## src/rtl/puertas_actuador.sv

```systemverilog
// Elevator door mechanism model: turns door commands and the obstruction
// sensor into door status, door position and an open-dwell timeout flag.
module puertas_actuador #(
    parameter int T_VIAJE   = 4,
    parameter int T_ABIERTA = 8,
    parameter int W         = 4
) (
    input  logic         clk,
    input  logic         reset,
    input  logic [1:0]   salida_puertas,
    input  logic         sensor,
    output logic [1:0]   puertas,
    output logic         timeout,
    output logic [W-1:0] posicion
);

    // Door states; the encoding is also the external status code.
    localparam logic [1:0] CERRADAS  = 2'b00;
    localparam logic [1:0] ABIERTAS  = 2'b01;
    localparam logic [1:0] CERRANDO  = 2'b10;
    localparam logic [1:0] ABRIENDO  = 2'b11;

    // Command codes; 11 matches neither and so acts as "nada".
    localparam logic [1:0] CMD_ABRIR  = 2'b01;
    localparam logic [1:0] CMD_CERRAR = 2'b10;

    localparam logic [W-1:0] POS_ABIERTA = W'(T_VIAJE);
    localparam logic [W-1:0] POS_PREVIA  = W'(T_VIAJE - 1);
    localparam logic [W-1:0] TMR_MAX     = W'(T_ABIERTA);
    localparam logic [W-1:0] ONE         = W'(1);
    localparam logic [W-1:0] ZERO        = '0;

    logic [1:0]   state;
    logic [W-1:0] timer;

    // Door state, position and dwell timer advance together on each edge.
    always_ff @(posedge clk) begin
        // NOTE: a synchronous reset clears every register in this block;
        // all state updates use non-blocking assignments so the new values
        // are computed from the old ones consistently.
        if (reset) begin
            state    <= CERRADAS;
            posicion <= ZERO;
            timer    <= ZERO;
        end else begin
            case (state)
                CERRADAS: begin
                    if (salida_puertas == CMD_ABRIR)
                        state <= ABRIENDO;
                end

                ABRIENDO: begin
                    if (salida_puertas == CMD_CERRAR) begin
                        state <= CERRANDO;
                    end else if (posicion >= POS_PREVIA) begin
                        // Last step of travel (clamped so a reversal taken
                        // right at the open end cannot overshoot).
                        posicion <= POS_ABIERTA;
                        state    <= ABIERTAS;
                        timer    <= ZERO;
                    end else begin
                        posicion <= posicion + ONE;
                    end
                end

                ABIERTAS: begin
                    if (salida_puertas == CMD_CERRAR) begin
                        state <= CERRANDO;
                        timer <= ZERO;
                    end else if (salida_puertas == CMD_ABRIR || sensor) begin
                        timer <= ZERO;
                    end else if (timer != TMR_MAX) begin
                        timer <= timer + ONE;
                    end
                end

                CERRANDO: begin
                    if (salida_puertas == CMD_ABRIR) begin
                        state <= ABRIENDO;
                    end else if (sensor) begin
                        // Obstruction: freeze the doors where they are.
                        state <= CERRANDO;
                    end else if (posicion <= ONE) begin
                        // Last step of travel (clamped so a reversal taken
                        // right at the closed end cannot wrap).
                        posicion <= ZERO;
                        state    <= CERRADAS;
                    end else begin
                        posicion <= posicion - ONE;
                    end
                end

                default: state <= CERRADAS;
            endcase
        end
    end

    // Status is the state register itself; timeout decodes registered state.
    always_comb begin
        puertas = state;
        timeout = (state == ABIERTAS) && (timer == TMR_MAX);
    end

endmodule

```

## config.mk

```make
export PLATFORM = sky130hd
export DESIGN_NAME = puertas_actuador
export DESIGN_NICKNAME = d
export VERILOG_FILES = /design/src/rtl/puertas_actuador.sv
export SDC_FILE = /design/constraint.sdc
export NUM_CORES = 1
export LEC_CHECK = 0
export BUFFER_PORTS_ARGS = -buffer_cell sky130_fd_sc_hd__clkbuf_2
export CAP_MARGIN = 20
export CORE_MARGIN = 5
export CORE_UTILIZATION = 30
export CTS_BUF_LIST = sky130_fd_sc_hd__clkbuf_16
export CTS_CLUSTER_DIAMETER = 60
export DETAILED_ROUTE_END_ITERATION = 8
export PLACE_DENSITY_LB_ADDON = 0.08
export SLEW_MARGIN = 25
export SYNTH_ARGS = -nofsm -noshare
export SYNTH_HDL_FRONTEND = slang
export SYNTH_SLANG_ARGS = --single-unit
```

## constraint.sdc

```tcl
create_clock -name clk -period 1.5 [get_ports clk]
set_input_delay 0.15 -clock clk [delete_from_list [all_inputs] [get_ports clk]]
set_output_delay 0.15 -clock clk [all_outputs]
set_load 0.02 [all_outputs]
```

==> run summary, run 1 <==
DRC - 0
PwrDens - 906 nW/µm²
Clock-pin slew on the worst setup and hold paths - 0.04 ns
HPWL Detailed - 1340 µm
Clock Skew - 0.00734 ns
Diodes inserted - 0
CTS buffer count - 3
Die Width - 57.7 µm
Largest net degree at the start of global routing - 12
Top post-synthesis cells by count - dfxtp_1, nor2_1
Final nets - 121
CTS tree - done
Synth top area share - 29.4%
Area Overhead vs Synth - 44.0%
Top area cells in the synthesized netlist - dfxtp_1, ha_1, nor2_1
Vias in the first global route - 663
Synthesis Warnings - 0
Drt pass-1 iters - 4
Status - finished clean
Critical path required time - 1.61 ns
Register bit total from synthesis - 10
Post-synth ARST share - 0%
Final ANT Viol Nets - 0
IR drop worst, VDD - 0.000568 V
DRT Wirelength - 1780 µm
Worst slew margin - 79.6%
Worst Hold Class - in -> reg
Sequential share of the synthesized area - 29.4%
Share of layout cells above drive strength 1 - 39.1%
Fin crit share - 97.3%
Vias per inst - 5.16
Post-synth EDFFs - 0
H-Tree Depth - 1
P_leak - 0.386 nW
Grt total ovfl - 0
Crit path launch type - flop
Placed cell count - 131
Ports - 12
Final Core Density - 44.8%
Quantity of I/O buffers inserted on ports - 11
Worst EP arrival - 1.57 ns
Max-Cap Viols - 0
Starting DRT DRC Count - 16
Post-synth top area cell - dfxtp_1
Met2 GRT Util - 17.4%
Mean routed wirelength per cell - 12.9 µm
Cells on worst reg2reg path - 6
Routability cong. - 0.781
Clock sink count - 10
Row count - 17
Synth cell types - 34
Clock root cell - clkbuf_16
Final hold violation count - 0
Initial antenna violation count - 0
F_max - 0.685 GHz
First-pass GRT wire length - 3040 µm
CP Capture Type - flop
Die Y - 57.7 µm
Vias - 712
Most numerous cell in the Yosys netlist - dfxtp_1
Top FF cell, synth - dfxtp_1
Critical path fanouts, max - 5
Mean Syn Cell Area - 8.22 µm²
Clock Path Buffers - 2
Core Box Area - 2190 µm²
Netlist Area Pre-Place - 682 µm²
Met3 track demand over resource - 4.90%
Synth Net Count - 93
Minimum clock period - 1.46 ns
Total track usage - 11.7%
CP Class - reg -> reg
Worst-margin pin slew - 0.302 ns
Initial Util - 31.1%
Final setup vio count - 0
RSZ-0062 raised after global routing - yes
Met1 usage - 15.2%
Clock latency on the worst-skew pair - 0.24 ns
Gate Count Post-Synth - 83
Non-Filler Instances - 138
Hold path depth - 2
Die ar. - 3330 µm²
Slew Limit Fails - 0
GRT busiest layer - met2
registers in the layout (all words and copies together), names as in the netlist:
register,cells
posicion,4
timer,4
puertas,2
layer usage:
layer / vias to the layer above / routed length, µm
met3: 4 / 99
li1: 366 / -
met2: 14 / 771
met1: 328 / 891
met4: 0 / 21
met5: - / 0
worst paths after layout:
check,from,to,slack (ns)
setup / recovery,posicion[0]$_SDFFE_PP0P_,posicion[2]$_SDFFE_PP0P_,0.04
hold / removal,reset,timer[1]$_SDFFE_PP0P_,0.27
setup reg to reg,posicion[0]$_SDFFE_PP0P_,posicion[2]$_SDFFE_PP0P_,0.04
hold reg to reg,posicion[0]$_SDFFE_PP0P_,posicion[0]$_SDFFE_PP0P_,0.53
worst max-delay path, cell delays in order (launching register included):
cell and delay (ns):
dfxtp_4 0.37, inv_4 0.04, ha_4 0.15, or3b_4 0.35, a22o_1 0.20, a31oi_1 0.15, nor3_1 0.06
per-stage QoR:
| step | hold slack (ns) | TNS, ns | power (mW) | setup slack, ns | area, µm² |
|---|---|---|---|---|---|
| floorplan | 0.331 | -0.00457 | 0.361 | -0.00457 | 703 |
| global placement | 0.515 | 0 | 0.415 | 0.0296 | 865 |
| detailed placement | 0.514 | 0 | 0.413 | 0.0173 | 865 |
| CTS | 0.277 | 0 | 0.897 | 0.00195 | 967 |
| global route | 0.284 | -0.0349 | 0.929 | -0.0297 | 982 |
| finish | 0.267 | 0 | 0.890 | 0.0403 | 982 |
cell families (layout without fill, tap and decap cells):
family | count (synthesis) | in the layout | synth area share (%)
AO/OA/AOI/OAI | 24 | 24 | 25.5
flip-flops | 10 | 10 | 29.4
adder cells (fa/ha/maj) | 5 | 5 | 9.17
buffers and inverters | 6 | 33 | 3.30
AND/OR/NAND/NOR | 38 | 38 | 32.7
power by group:
group | leakage (nW) | internal [mW] | switching, mW
Clock | 0.0423 | 0.350 | 0.130
Sequential | 0.0838 | 0.271 | 0.0112
Combinational | 0.260 | 0.0589 | 0.0690
Total | 0.386 | 0.680 | 0.210
layout by cell type, fill, tap and decap left out, types with 2 or more instances in the layout:
| cell type | Yosys | layout |
|---|---|---|
| clkbuf_16 | 0 | 3 |
| dfxtp_4 | 0 | 3 |
| dfxtp_1 | 10 | 6 |
| a21oi_1 | 4 | 4 |
| clkbuf_2 | 0 | 10 |
| a31oi_1 | 5 | 5 |
| o21a_1 | 2 | 2 |
| inv_1 | 5 | 4 |
| nor2_1 | 9 | 8 |
| nor2b_1 | 2 | 2 |
| o21ai_0 | 3 | 3 |
| ha_1 | 5 | 4 |
| nand3_1 | 5 | 5 |
| buf_4 | 0 | 14 |
| nor3_1 | 3 | 3 |
| nand2b_1 | 2 | 2 |
| nor4_1 | 2 | 2 |
| nand2_1 | 5 | 5 |
final cells by class:
| type | instances | area (µm²) |
|---|---|---|
| Clock buffer | 3 | 75.1 |
| Clock inverter | 1 | 3.75 |
| Fill cell | 231 | 1210 |
| Inverter | 5 | 21.3 |
| Multi-Input combinational cell | 67 | 479 |
| Sequential cell | 10 | 213 |
| Tap cell | 28 | 35.0 |
| Timing Repair Buffer | 24 | 155 |
what timing repair did:
action	4_1_cts	5_1_grt
setup endpoints to repair	1	2
setup buffers	2	1
resized for setup	4	4
hold buffers	0	0
pin swaps	2	5
Power figures use the tool's default switching activity.
==> inputs of run 2 (changes only) <==
--- a/config.mk
+++ b/config.mk
@@ -8,7 +8,7 @@
 export BUFFER_PORTS_ARGS = -buffer_cell sky130_fd_sc_hd__clkbuf_2
 export CAP_MARGIN = 20
 export CORE_MARGIN = 5
-export CORE_UTILIZATION = 30
+export CORE_UTILIZATION = 47
 export CTS_BUF_LIST = sky130_fd_sc_hd__clkbuf_16
 export CTS_CLUSTER_DIAMETER = 60
 export DETAILED_ROUTE_END_ITERATION = 8
==> run 2 against run 1 <==
  * Clock skew decreased by 0.0024 ns
  * Setup slack got worse by 0.021 ns
  * Clock-buffer cell count unchanged
==> run summary, run 2 (synthesis gave the netlist of run 1 again) <==
IR drop worst, VDD - 0.00118 V (+110%)
Most frequent cells in the layout - buf_4, clkbuf_2, nor2_1
Slew Limit Fails - 0 (unchanged)
Core Box Area - 1330 µm² (-39%)
Final setup vio count - 0 (unchanged)
Critical path required time - 1.65 ns (+0.04 ns)
Die Y - 48.1 µm (-17%)
Clock root cell - clkbuf_16
Row count - 13 (-4)
Multi-input gate area - 487 µm² (+1.6%)
Grt total ovfl - 0 (unchanged)
Die ar. - 2310 µm² (-30%)
CTS tree - done
Routability cong. - 0.782 (+0.10%)
First-pass GRT wire length - 2790 µm (-8.0%)
Mean routed wirelength per cell - 13.0 µm (+0.49%)
Minimum clock period - 1.48 ns (+0.0213 ns)
Clock-pin slew on the worst setup and hold paths - 0.04 ns (about the same)
DRT Wirelength - 1620 µm (-9.0%)
Drt pass-1 iters - 4 (unchanged)
Filler cells - 96 (-58%)
Max-Cap Viols - 0 (unchanged)
Non-Filler Instances - 125 (-9.4%)
CTS buffer count - 3 (unchanged)
Hold buffers post-CTS - 0 (unchanged)
Clock sink count - 10 (unchanged)
Worst-margin pin slew - 0.650 ns (+0.349 ns)
Worst Hold Class - in -> reg
CP Capture Type - flop
Vias per inst - 5.70 (+11%)
Hold path depth - 2 (unchanged)
Crit path launch type - flop
Critical path fanouts, max - 5 (unchanged)
Final nets - 121 (unchanged)
Area Overhead vs Synth - 44.4%
Starting DRT DRC Count - 24 (+8)
Worst slew margin - 56.2% (-23 points)
Initial Util - 51.1% (+20 points)
Crit path launch - puertas[1]$_SDFFE_PP0P_
Final ANT Viol Nets - 0 (unchanged)
Reg-to-reg startpoint - puertas[1]$_SDFFE_PP0P_
Die Width - 48.1 µm (-17%)
DRC - 0 (unchanged)
Min-delay src - reset
Status - finished clean
Clock latency on the worst-skew pair - 0.23 ns (about the same)
Share of layout cells above drive strength 1 - 40.9% (+1.8 points)
Final hold violation count - 0 (unchanged)
CP Class - reg -> reg
Initial antenna violation count - 0 (unchanged)
Worst EP arrival - 1.63 ns (+0.06 ns)
Vias in the first global route - 654 (-1.4%)
P_leak - 0.386 nW (about the same)
Cells on worst reg2reg path - 4 (-2)
F_max - 0.675 GHz (-1.4%)
PwrDens - 893 nW/µm² (-1.5%)
H-Tree Depth - 1 (unchanged)
Clock Path Buffers - 2 (unchanged)
Fin crit share - 98.7% (+1.4 points)
Clock Skew - 0.00495 ns (-0.00239 ns)
Placed cell count - 117 (-11%)
Vias - 713 (+0.14%)
HPWL Detailed - 1190 µm (-12%)
Diodes inserted - 0 (unchanged)
Ports - 12 (unchanged)
Commonest non-fill, non-tap cell in the layout - buf_4
Final Total Pwr - 0.880 mW (-1.2%)
Final Core Density - 73.8% (+29 points)
Quantity of I/O buffers inserted on ports - 11 (unchanged)
Reg area - 216 µm² (+1.8%)
Total track usage - 17.6% (+5.9 points)
RSZ-0062 raised after global routing - yes
Largest net degree at the start of global routing - 12 (unchanged)
## run 2: layout make-up
class | instances | share of cell area (%)
tap | 15 | 1.91
clock buffer | 3 | 7.62
multi-input combinational | 67 | 49.4
sequential | 10 | 22.0
inverter | 5 | 2.16
timing repair buffer | 24 | 16.5
clock inverter | 1 | 0.381
## run 2: metrics by stage
stage | hold slack [ns] | TNS (ns) | worst slack (ns) | instance area [µm²]
after floorplan | 0.331 | -0.00457 | -0.00457 | 703
after global placement | 0.504 | 0 | 0.0383 | 841
after CTS | 0.259 | 0 | 0.00491 | 966
after global routing | 0.286 | -0.0336 | -0.0241 | 985
final | 0.259 | 0 | 0.0190 | 985
after detailed placement | 0.508 | 0 | 0.0169 | 841
## run 2: power breakdown
part | total, mW | switching [mW] | leakage (nW) | internal, mW
Sequential | 0.282 | 0.0115 | 0.0846 | 0.271
Combinational | 0.129 | 0.0696 | 0.263 | 0.0599
Clock | 0.468 | 0.119 | 0.0385 | 0.349
## run 2: layer usage
layer | global-route usage (%) | vias up | wire [µm]
met1 | 23.0 | 325 | 818
li1 | - | 368 | -
met3 | 7.38 | 2 | 106
met4 | 3.23 | 0 | 11
met5 | 0 | - | 0
met2 | 27.4 | 18 | 686
## run 2: worst paths after layout
kind,slack (ns),endpoint
setup / recovery,0.02,posicion[2]$_SDFFE_PP0P_
hold / removal,0.26,timer[1]$_SDFFE_PP0P_
setup reg to reg,0.02,posicion[2]$_SDFFE_PP0P_
hold reg to reg,0.53,timer[3]$_SDFFE_PP0P_
## run 2: worst max-delay path, cell delays in order (launching register included)
cell and delay (ns):
dfxtp_1 0.38, a21boi_0 0.57, buf_4 0.23, a31oi_1 0.06, nor3_1 0.16
## run 2: repair_timing
action,CTS,global route
buffers inserted,3,1
pin swaps,1,6
endpoints found under the setup margin,1,6
gates resized for setup,8,6
